File: config.mk
export PLATFORM = sky130hd
export DESIGN_NAME = seq_csel_subtractor
export DESIGN_NICKNAME = d
export VERILOG_FILES = /design/src/rtl/csel_sub_pkg.sv /design/src/rtl/csel_sub_slice.sv /design/src/rtl/seq_csel_subtractor.sv
export SDC_FILE = /design/constraint.sdc
export NUM_CORES = 1
export LEC_CHECK = 0
export ABC_AREA = 1
export BUFFER_PORTS_ARGS = -buffer_cell sky130_fd_sc_hd__buf_2
export CORE_MARGIN = 8
export CORE_UTILIZATION = 55
export DETAILED_ROUTE_END_ITERATION = 12
export MAX_ROUTING_LAYER = met4
export PLACE_DENSITY = 0.81
export SLEW_MARGIN = 20
export SYNTH_ARGS = -nofsm -noshare
export SYNTH_HDL_FRONTEND = slang
export SYNTH_SLANG_ARGS = --single-unit
export TNS_END_PERCENT = 1
File: constraint.sdc
create_clock -name clk -period 5.9 [get_ports clk]
set_input_delay 1.18 -clock clk [delete_from_list [all_inputs] [get_ports clk]]
set_output_delay 1.18 -clock clk [all_outputs]
set_load 0.02 [all_outputs]
File: src/rtl/csel_sub_pkg.sv
// ============================================================================
// Module  : csel_sub_pkg
// Brief   : Shared slice width and FSM state type for the carry-select subtractor
// Revision: 1.0
// ============================================================================
`default_nettype none

package csel_sub_pkg;

  localparam int SLICE_W = 4;

  typedef enum logic [1:0] {
    IDLE = 2'd0,
    BUSY = 2'd1,
    DONE = 2'd2
  } state_t;

endpackage

`default_nettype wire

File: src/rtl/csel_sub_slice.sv
// ============================================================================
// Module  : csel_sub_slice
// Brief   : Combinational 4-bit carry-select slice computing a + ~b + cin
// Revision: 1.0
// ============================================================================
`default_nettype none

module csel_sub_slice
  import csel_sub_pkg::*;
(
  input  logic [SLICE_W-1:0] a,
  input  logic [SLICE_W-1:0] b,
  input  logic               cin,
  output logic [SLICE_W-1:0] s,
  output logic               cout
);

  logic [SLICE_W:0] sum_c0;
  logic [SLICE_W:0] sum_c1;

  // Both carry hypotheses are formed independently; the late-arriving cin only drives the mux.
  assign sum_c0 = {1'b0, a} + {1'b0, ~b};
  assign sum_c1 = {1'b0, a} + {1'b0, ~b} + {{SLICE_W{1'b0}}, 1'b1};

  always_comb begin
    s    = sum_c0[SLICE_W-1:0];
    cout = sum_c0[SLICE_W];
    if (cin) begin
      s    = sum_c1[SLICE_W-1:0];
      cout = sum_c1[SLICE_W];
    end
  end

endmodule

`default_nettype wire

File: src/rtl/seq_csel_subtractor.sv
// ============================================================================
// Module  : seq_csel_subtractor
// Brief   : Sequential A - B - bin, one 4-bit carry-select slice per cycle.
//           Optional macro CSEL_SUB_SAT_EN saturates D on signed overflow.
// Revision: 1.0
// ============================================================================
`default_nettype none

module seq_csel_subtractor
  import csel_sub_pkg::*;
#(
  parameter int WIDTH = 32
) (
  input  logic             clk,
  input  logic             rst,
  input  logic             in_valid,
  output logic             in_ready,
  input  logic [WIDTH-1:0] A,
  input  logic [WIDTH-1:0] B,
  input  logic             bin,
  output logic             out_valid,
  input  logic             out_ready,
  output logic [WIDTH-1:0] D,
  output logic             bout,
  output logic             ovf
);

  localparam int NSLICE = WIDTH / SLICE_W;
  localparam int KW     = (NSLICE > 1) ? $clog2(NSLICE) : 1;

  state_t           state_q, state_d;
  logic [KW-1:0]    k_q, k_d;
  logic [WIDTH-1:0] a_q, a_d;
  logic [WIDTH-1:0] b_q, b_d;
  logic             carry_q, carry_d;
  logic [WIDTH-1:0] d_q, d_d;
  logic             bout_q, bout_d;
  logic             ovf_q, ovf_d;

  logic [SLICE_W-1:0] slice_a;
  logic [SLICE_W-1:0] slice_b;
  logic [SLICE_W-1:0] slice_s;
  logic               slice_cout;
  logic               a_msb;
  logic               b_msb;

  assign slice_a = a_q[int'(k_q)*SLICE_W +: SLICE_W];
  assign slice_b = b_q[int'(k_q)*SLICE_W +: SLICE_W];
  assign a_msb   = a_q[WIDTH-1];
  assign b_msb   = b_q[WIDTH-1];

  csel_sub_slice u_slice (
    .a    (slice_a),
    .b    (slice_b),
    .cin  (carry_q),
    .s    (slice_s),
    .cout (slice_cout)
  );

  always_comb begin
    state_d = state_q;
    k_d     = k_q;
    a_d     = a_q;
    b_d     = b_q;
    carry_d = carry_q;
    d_d     = d_q;
    bout_d  = bout_q;
    ovf_d   = ovf_q;

    case (state_q)
      IDLE: begin
        if (in_valid) begin
          state_d = BUSY;
          a_d     = A;
          b_d     = B;
          // Subtraction as A + ~B + 1, with the borrow-in folded into that +1.
          carry_d = ~bin;
          k_d     = '0;
          d_d     = '0;
          bout_d  = 1'b0;
          ovf_d   = 1'b0;
        end
      end

      BUSY: begin
        d_d[int'(k_q)*SLICE_W +: SLICE_W] = slice_s;
        carry_d = slice_cout;
        k_d     = k_q + KW'(1);
        if (k_q == KW'(NSLICE - 1)) begin
          state_d = DONE;
          k_d     = '0;
          bout_d  = ~slice_cout;
          ovf_d   = (a_msb ^ b_msb) & (slice_s[SLICE_W-1] ^ a_msb);
`ifdef CSEL_SUB_SAT_EN
          if ((a_msb ^ b_msb) & (slice_s[SLICE_W-1] ^ a_msb)) begin
            d_d = a_msb ? {1'b1, {(WIDTH-1){1'b0}}} : {1'b0, {(WIDTH-1){1'b1}}};
          end
`endif
        end
      end

      DONE: begin
        if (out_ready) begin
          state_d = IDLE;
        end
      end

      default: begin
        state_d = IDLE;
      end
    endcase
  end

  always_ff @(posedge clk) begin
    if (rst) begin
      state_q <= IDLE;
      k_q     <= '0;
      a_q     <= '0;
      b_q     <= '0;
      carry_q <= 1'b0;
      d_q     <= '0;
      bout_q  <= 1'b0;
      ovf_q   <= 1'b0;
    end else begin
      state_q <= state_d;
      k_q     <= k_d;
      a_q     <= a_d;
      b_q     <= b_d;
      carry_q <= carry_d;
      d_q     <= d_d;
      bout_q  <= bout_d;
      ovf_q   <= ovf_d;
    end
  end

  assign in_ready  = (state_q == IDLE);
  assign out_valid = (state_q == DONE);
  assign D         = d_q;
  assign bout      = bout_q;
  assign ovf       = ovf_q;

endmodule

`default_nettype wire

==> metrics, run 1 <==
Pwr Density 294.1 mW/mm²; Post-Syn Area 0.004836 mm²; Antenna Nets Post-Route 0; syn_nets 761; Final Hold Viols 0; post-cts resize count 0; ANT cells 0; flop and latch count out of synthesis 104; post-synthesis sequential area ratio 43.05%; Unique masters post-synth 33; Peak supply drop 0.0001427 V; leakage power figure 2.457 nW; PnR worst setup slack 2376 ps; CP peak stage delay 520 ps; Syn-to-layout area delta 14.18%; die height 109.8 µm; CTS tree done; Cell Rows 34; GR Util met1 25.61%; Logic pwr share 20.6%; sequence of cells on the critical path buf_4 > inv_2 > o21ai_0 > o22ai_1 > nor2_1 > a31oi_1 > ha_1 > inv_1 > fa_1 > inv_1 > ha_1 > nand2_1 > o21ai_1 > nand2_1 > nor2_1 > nand2_1 > a21oi_1; Max Cap Viol 0; Cell Int Power 1.138 mW; met3 Use GR 3.576%; Hold WC Path Type reg2reg; fin. max-slew vios 0; routability cong. 0.8710; Num CTS Buffers 9; CP max-delay cell fa_1; Starting Density 56.00%; largest net degree at the start of global routing 73; Sw Pwr 0.4864 mW; critical path's most frequent cell nand2_1; CP Launch Type flip-flop; gr busiest metal met2; Core ar. 0.008636 mm²; Die X 109.8 µm; CP bufs+invs 4; Post-layout nets 839; Via Count 4629; sequential power share 47.6%; post-layout minimum cycle time 3524 ps; CP Data Required Time 6190 ps; CTS Buffer Depth 2; post-synthesis cell count 679; final cycle utilization of the critical path 59.73%; RSZ-0062 raised after global routing false; Setup WS pre-CTS 2441 ps; Syn Area/Cell 7.122 µm²; Clock transition at path regs 90 ps; DP HPWL 8.689 mm; GRT met2 Usage 33.85%; Clk pwr share 31.9%; Sw Share 29.95%; peak fanout along the critical path 41; vias in the first global route 4459; most common library cell in the layout ignoring fill and taps nor2_1; crit end category flip-flop; Worst slew margin 43.08%; crit path DAT 3810 ps; initial antenna violation count 0; First DRT Iteration DRCs 209; GRT Total Usage 20.77%; Fmax 283.8 MHz; DR DRC count 0; number of synthesized flops with an enable pin 0; status completed; via density per instance 5.321; Post-Route WL 11.86 mm; setup bufs post-CTS 0; final setup fails 0; clock root cell clkbuf_8; cell family with most CP delay adder cells; Yosys warning count 0; layout cells sized above 1 19.29%; DRT Pass-1 Iters 5; Worst Tran Pin Value 853.8 ps; I/O Buffers 104; CTS H-tree lvls 3; clock sink count 104; ys async rst share 0%; setup_tns 0 ps; wire per inst 13.63 µm; first-pass GRT wire length 19.98 mm; flop-to-flop setup slack 2380 ps; Post-CTS Hold Fix Bufs 0; # IOs 105; die area 0.01205 mm²; Final Util 63.94%; Fillers 790; Worst-Skew Late Latency 360 ps; Synth Flop Type dfxtp_1; grt total ovfl 0; path type of the worst setup path reg2reg; most frequent cells in the layout nor2_1, dfxtp_1, buf_2, nand2_1, o21ai_0; Setup Skew 8.103 ps
final timing paths:
path                       start            endpoint  depth (start not counted)
max          k_q[0]$_SDFFE_PP0P_  D[29]$_SDFFE_PP0P_                         17
min           D[19]$_SDFFE_PP0P_  D[19]$_SDFFE_PP0P_                          2
max reg2reg  k_q[0]$_SDFFE_PP0P_  D[29]$_SDFFE_PP0P_                         17
min reg2reg   D[19]$_SDFFE_PP0P_  D[19]$_SDFFE_PP0P_                          2
metrics by stage:
stage          cells  cell area (µm²)  hold WS [ps]  power, mW
4_1_cts          870             5522         462.9      1.625
3_5_place_dp     854             5286         450.9      1.121
5_1_grt          870             5522         481.5      1.711
6_report         870             5522         460.2      1.624
2_1_floorplan    679             4836         448.9      1.037
3_3_place_gp     854             5286         445.8      1.105
power by group through the flow:
stage               clock network [mW]  registers (mW)  logic [mW]
floorplan                            0           0.780       0.258
global placement                     0           0.787       0.317
detailed placement                   0           0.788       0.333
CTS                              0.519           0.772       0.335
global route                     0.548           0.777       0.386
finish                           0.518           0.772       0.334
synthesized netlist by cell type, types with 2 or more instances:
cell	n	area (µm²)
o21ai_1	20	100.1
nand2_4	2	22.52
ha_1	12	150.1
inv_4	2	12.51
nor3_4	2	32.53
nor3_2	3	30.03
o221ai_1	3	26.28
o21ai_0	84	420.4
clkbuf_1	16	60.06
a31oi_1	3	18.77
inv_1	27	101.4
nor3_1	4	20.02
nand4_1	2	12.51
nand3_1	17	85.08
nand2_1	95	356.6
inv_2	8	30.03
buf_2	14	70.07
buf_6	7	78.83
a21oi_1	41	205.2
nor2_1	187	701.9
nor2_2	6	37.54
o22ai_1	10	62.56
dfxtp_1	104	2082
routing by layer:
metal  vias up  share of wire, %  wire [µm]
li1       2369                 -          -
met1      2099                45       5352
met2       144                48       5695
met3        17               5.6        667
met4         0               1.2        146
met5         -                 0          0
worst reg2reg max path: stages, from the launching register on:
cell,delay (ps)
dfxtp_1,310
buf_4,250
inv_2,460
o21ai_0,180
o22ai_1,160
nor2_1,60
a31oi_1,160
ha_1,210
inv_1,60
fa_1,520
inv_1,80
ha_1,270
nand2_1,50
o21ai_1,210
nand2_1,120
nor2_1,140
nand2_1,70
a21oi_1,150
cell type report:
| class | instances | area [µm²] | area share (%) |
|---|---|---|---|
| clock inverters | 6 | 107.6 | 1.949 |
| flip-flops and latches | 104 | 2082 | 37.71 |
| clock buffers | 10 | 127.6 | 2.311 |
| well taps | 108 | 135.1 | 2.447 |
| repair buffers | 105 | 528.0 | 9.563 |
| inverters | 37 | 143.9 | 2.606 |
| multi-input cells | 500 | 2397 | 43.42 |
sequential cells by signal, indices dropped and copies added, names as in the netlist:
name and flops:
b_q 32, ovf 1, carry_q 1, a_q 32
bout 1, state_q 2, D 32, k_q 3
cells by family (layout without fill, tap and decap cells):
family | Yosys count | after routing | share of synthesized area [%]
flops | 104 | 104 | 43.05
compound gates | 165 | 165 | 17.85
simple gates | 322 | 322 | 28.20
fa+ha+maj | 13 | 13 | 3.519
buf+inv | 75 | 158 | 7.374
(Power assumes the default switching activity.)
==> inputs of run 2 (changes only) <==
--- a/config.mk
+++ b/config.mk
@@ -5,13 +5,13 @@
 export SDC_FILE = /design/constraint.sdc
 export NUM_CORES = 1
 export LEC_CHECK = 0
-export ABC_AREA = 1
+export ABC_AREA = 0
 export BUFFER_PORTS_ARGS = -buffer_cell sky130_fd_sc_hd__buf_2
 export CORE_MARGIN = 8
-export CORE_UTILIZATION = 55
+export CORE_UTILIZATION = 49
 export DETAILED_ROUTE_END_ITERATION = 12
 export MAX_ROUTING_LAYER = met4
-export PLACE_DENSITY = 0.81
+export PLACE_DENSITY = 0.76
 export SLEW_MARGIN = 20
 export SYNTH_ARGS = -nofsm -noshare
 export SYNTH_HDL_FRONTEND = slang
==> constraint.sdc (replaced) <==
create_clock -name clk -period 3 [get_ports clk]
set_input_delay 0.6 -clock clk [delete_from_list [all_inputs] [get_ports clk]]
set_output_delay 0.6 -clock clk [all_outputs]
set_load 0.02 [all_outputs]
==> metrics, run 2 <==
status finished, violations left; violated checks setup timing; DP HPWL 8.405 mm (-3.3%); syn_nets 618 (-19%); Worst slew margin 49.90% (+6.8 points); area share of the leading cell type in the synthesized netlist 45.43% (+2.4 points); Worst Tran Pin Value 751.5 ps (-102.3 ps); hold_ws 457.3 ps (-2.986 ps); CP Data Required Time 3260 ps (-2930 ps); ys async rst share 0% (unchanged); placed cells 737 (-14%); post-layout minimum cycle time 3037 ps (-487.1 ps); most common library cell in the layout ignoring fill and taps nand2_1; Final Util 62.01% (-1.9 points); leakage power figure 2.383 nW (-3.0%); DRT Pass-1 Iters 5 (unchanged); Syn-to-layout area delta 23.83%; final setup fails 1 (+1); Max Cap Viol 0 (unchanged); CTS tree done; vias in the first global route 4208 (-5.6%); Commonest cells post-synth nand2_1, dfxtp_1, a21oi_1; die area 0.01270 mm² (+5.4%); largest net degree at the start of global routing 72 (-1.4%); Post-CTS Hold Fix Bufs 0 (unchanged); Antenna Nets Post-Route 0 (unchanged); Starting Density 50.08% (-5.9 points); Unique masters post-synth 43 (+30%); DR DRC count 0 (unchanged); Post-Syn Area 0.004583 mm² (-5.2%); CTS H-tree lvls 3 (unchanged); Worst-Skew Late Latency 360 ps (about the same); Via Count 4174 (-9.8%); Clock transition at path regs 90 ps (about the same); most frequent cells in the layout nand2_1, dfxtp_1, buf_2, a21oi_1, nor2_1; fin. max-slew vios 0 (unchanged); total power 2.943 mW (+81%); path type of the worst setup path reg2reg; Post-layout nets 727 (-13%); Num CTS Buffers 9 (unchanged); Fmax 329.3 MHz (+16%); flop-to-flop setup slack -40 ps (-2410 ps); I/O Buffers 104 (unchanged); post-synthesis sequential area ratio 45.43% (+2.4 points); wire per inst 15.86 µm (+16%); initial antenna violation count 0 (unchanged); PnR worst setup slack -36.84 ps (-2413 ps); clock sink count 104 (unchanged); Pwr Density 518.6 mW/mm² (+76%); Cell Rows 35 (+2.9%); leading area contributor after synthesis dfxtp_1; grt total ovfl 0 (unchanged); flop and latch count out of synthesis 104 (unchanged); Synth Flop Type dfxtp_1; Yosys warning count 0 (unchanged); DP Area 0.005295 mm² (+0.17%); CTS Buffer Depth 2 (unchanged); non-filler cells, final 761 (-13%); First DRT Iteration DRCs 238 (+14%); Syn Area/Cell 8.551 µm² (+20%); CP Launch Type flip-flop; ANT cells 0 (unchanged); Post-Route WL 12.07 mm (+1.8%); most common cell in the synthesized netlist nand2_1; GRT Total Usage 19.34% (-1.4 points); Area contributors post-synth dfxtp_1, nand2_1, a21oi_1, mux4_2, a22oi_1; # IOs 105 (unchanged); post-synthesis cell count 536 (-21%); RSZ-0062 raised after global routing true; layout cells sized above 1 29.54% (+10 points); design area 0.005675 mm² (+2.8%); setup_tns -36.84 ps (-36.84 ps); Fillers 780 (-1.3%); final cycle utilization of the critical path 101.2% (+42 points); routability cong. 0.8006 (-8.1%); Die X 112.7 µm (+2.7%); peak fanout along the critical path 4 (-90%); Peak supply drop 0.0003560 V (+150%); Final Hold Viols 0 (unchanged); Hold WC Path Type reg2reg; crit path DAT 3300 ps (-510 ps); via density per instance 5.485 (+3.1%); number of synthesized flops with an enable pin 0 (unchanged); Setup WS pre-CTS -247.5 ps (-2688 ps); first-pass GRT wire length 19.71 mm (-1.4%); crit end category flip-flop; die height 112.7 µm (+2.7%); Setup Skew 10.78 ps (+2.682 ps); clock root cell clkbuf_8; Core ar. 0.009153 mm² (+6.0%)
run 2: path summary, 6_finish.rpt:
kind | from | end | cells past startpoint
setup / recovery | k_q[0]$_SDFFE_PP0P_ | bout$_SDFFE_PP0P_ | 13
hold / removal | a_q[13]$_SDFFE_PP0P_ | a_q[13]$_SDFFE_PP0P_ | 2
setup reg to reg | k_q[0]$_SDFFE_PP0P_ | bout$_SDFFE_PP0P_ | 13
hold reg to reg | a_q[13]$_SDFFE_PP0P_ | a_q[13]$_SDFFE_PP0P_ | 2
run 2: power by group:
part	total, mW	internal [mW]	switching, mW
registers	1.48	1.44	0.0389
clock network	0.822	0.353	0.469
logic	0.639	0.288	0.352
total	2.94	2.08	0.859
run 2: layer usage:
metal,track usage (%),vias up,share of wire [%]
met2,31.21,141,49
met3,3.514,13,5.3
met1,24.00,1965,45
li1,-,2055,-
met5,-,-,0
met4,6.475,0,1.1
run 2: final cells by class:
type	count	area, µm²	area share (%)
multi-input combinational	390	2435	42.90
inverter	7	26.28	0.4630
sequential	104	2086	36.75
clock buffer	13	158.9	2.800
timing repair buffer	133	805.8	14.20
tap	111	138.9	2.447
clock inverter	3	25.02	0.4409
run 2: repair_timing:
item                                    in CTS  in global routing
setup buffers                                5                  3
resized for setup                            7                 18
pin swaps                                    2                  9
endpoints found under the setup margin      27                 27
run 2: kinds of logic (layout without fill, tap and decap cells):
group                      count (synthesis)  count (layout)  share of synthesized area, %
DFF                                      104             104                         45.43
AOI/OAI and AO/OA                        117             117                         14.82
adders and majority gates                 13              13                         3.713
muxes                                     22              22                         9.200
buffers and inverters                     42             156                         3.849
and+or+nand+nor                          234             234                         21.89
xor gates and xnor gates                   4               4                         1.092
run 2: critical path, cell delays in order (launching register included):
cell and delay, ps:
dfxtp_4 400, buf_6 100, mux4_2 490, mux2i_1 170
ha_2 210, inv_2 40, fa_2 480, inv_2 100
ha_4 140, nand2_4 60, o21ba_4 220, a211oi_2 140
a31oi_1 140, a22o_1 240
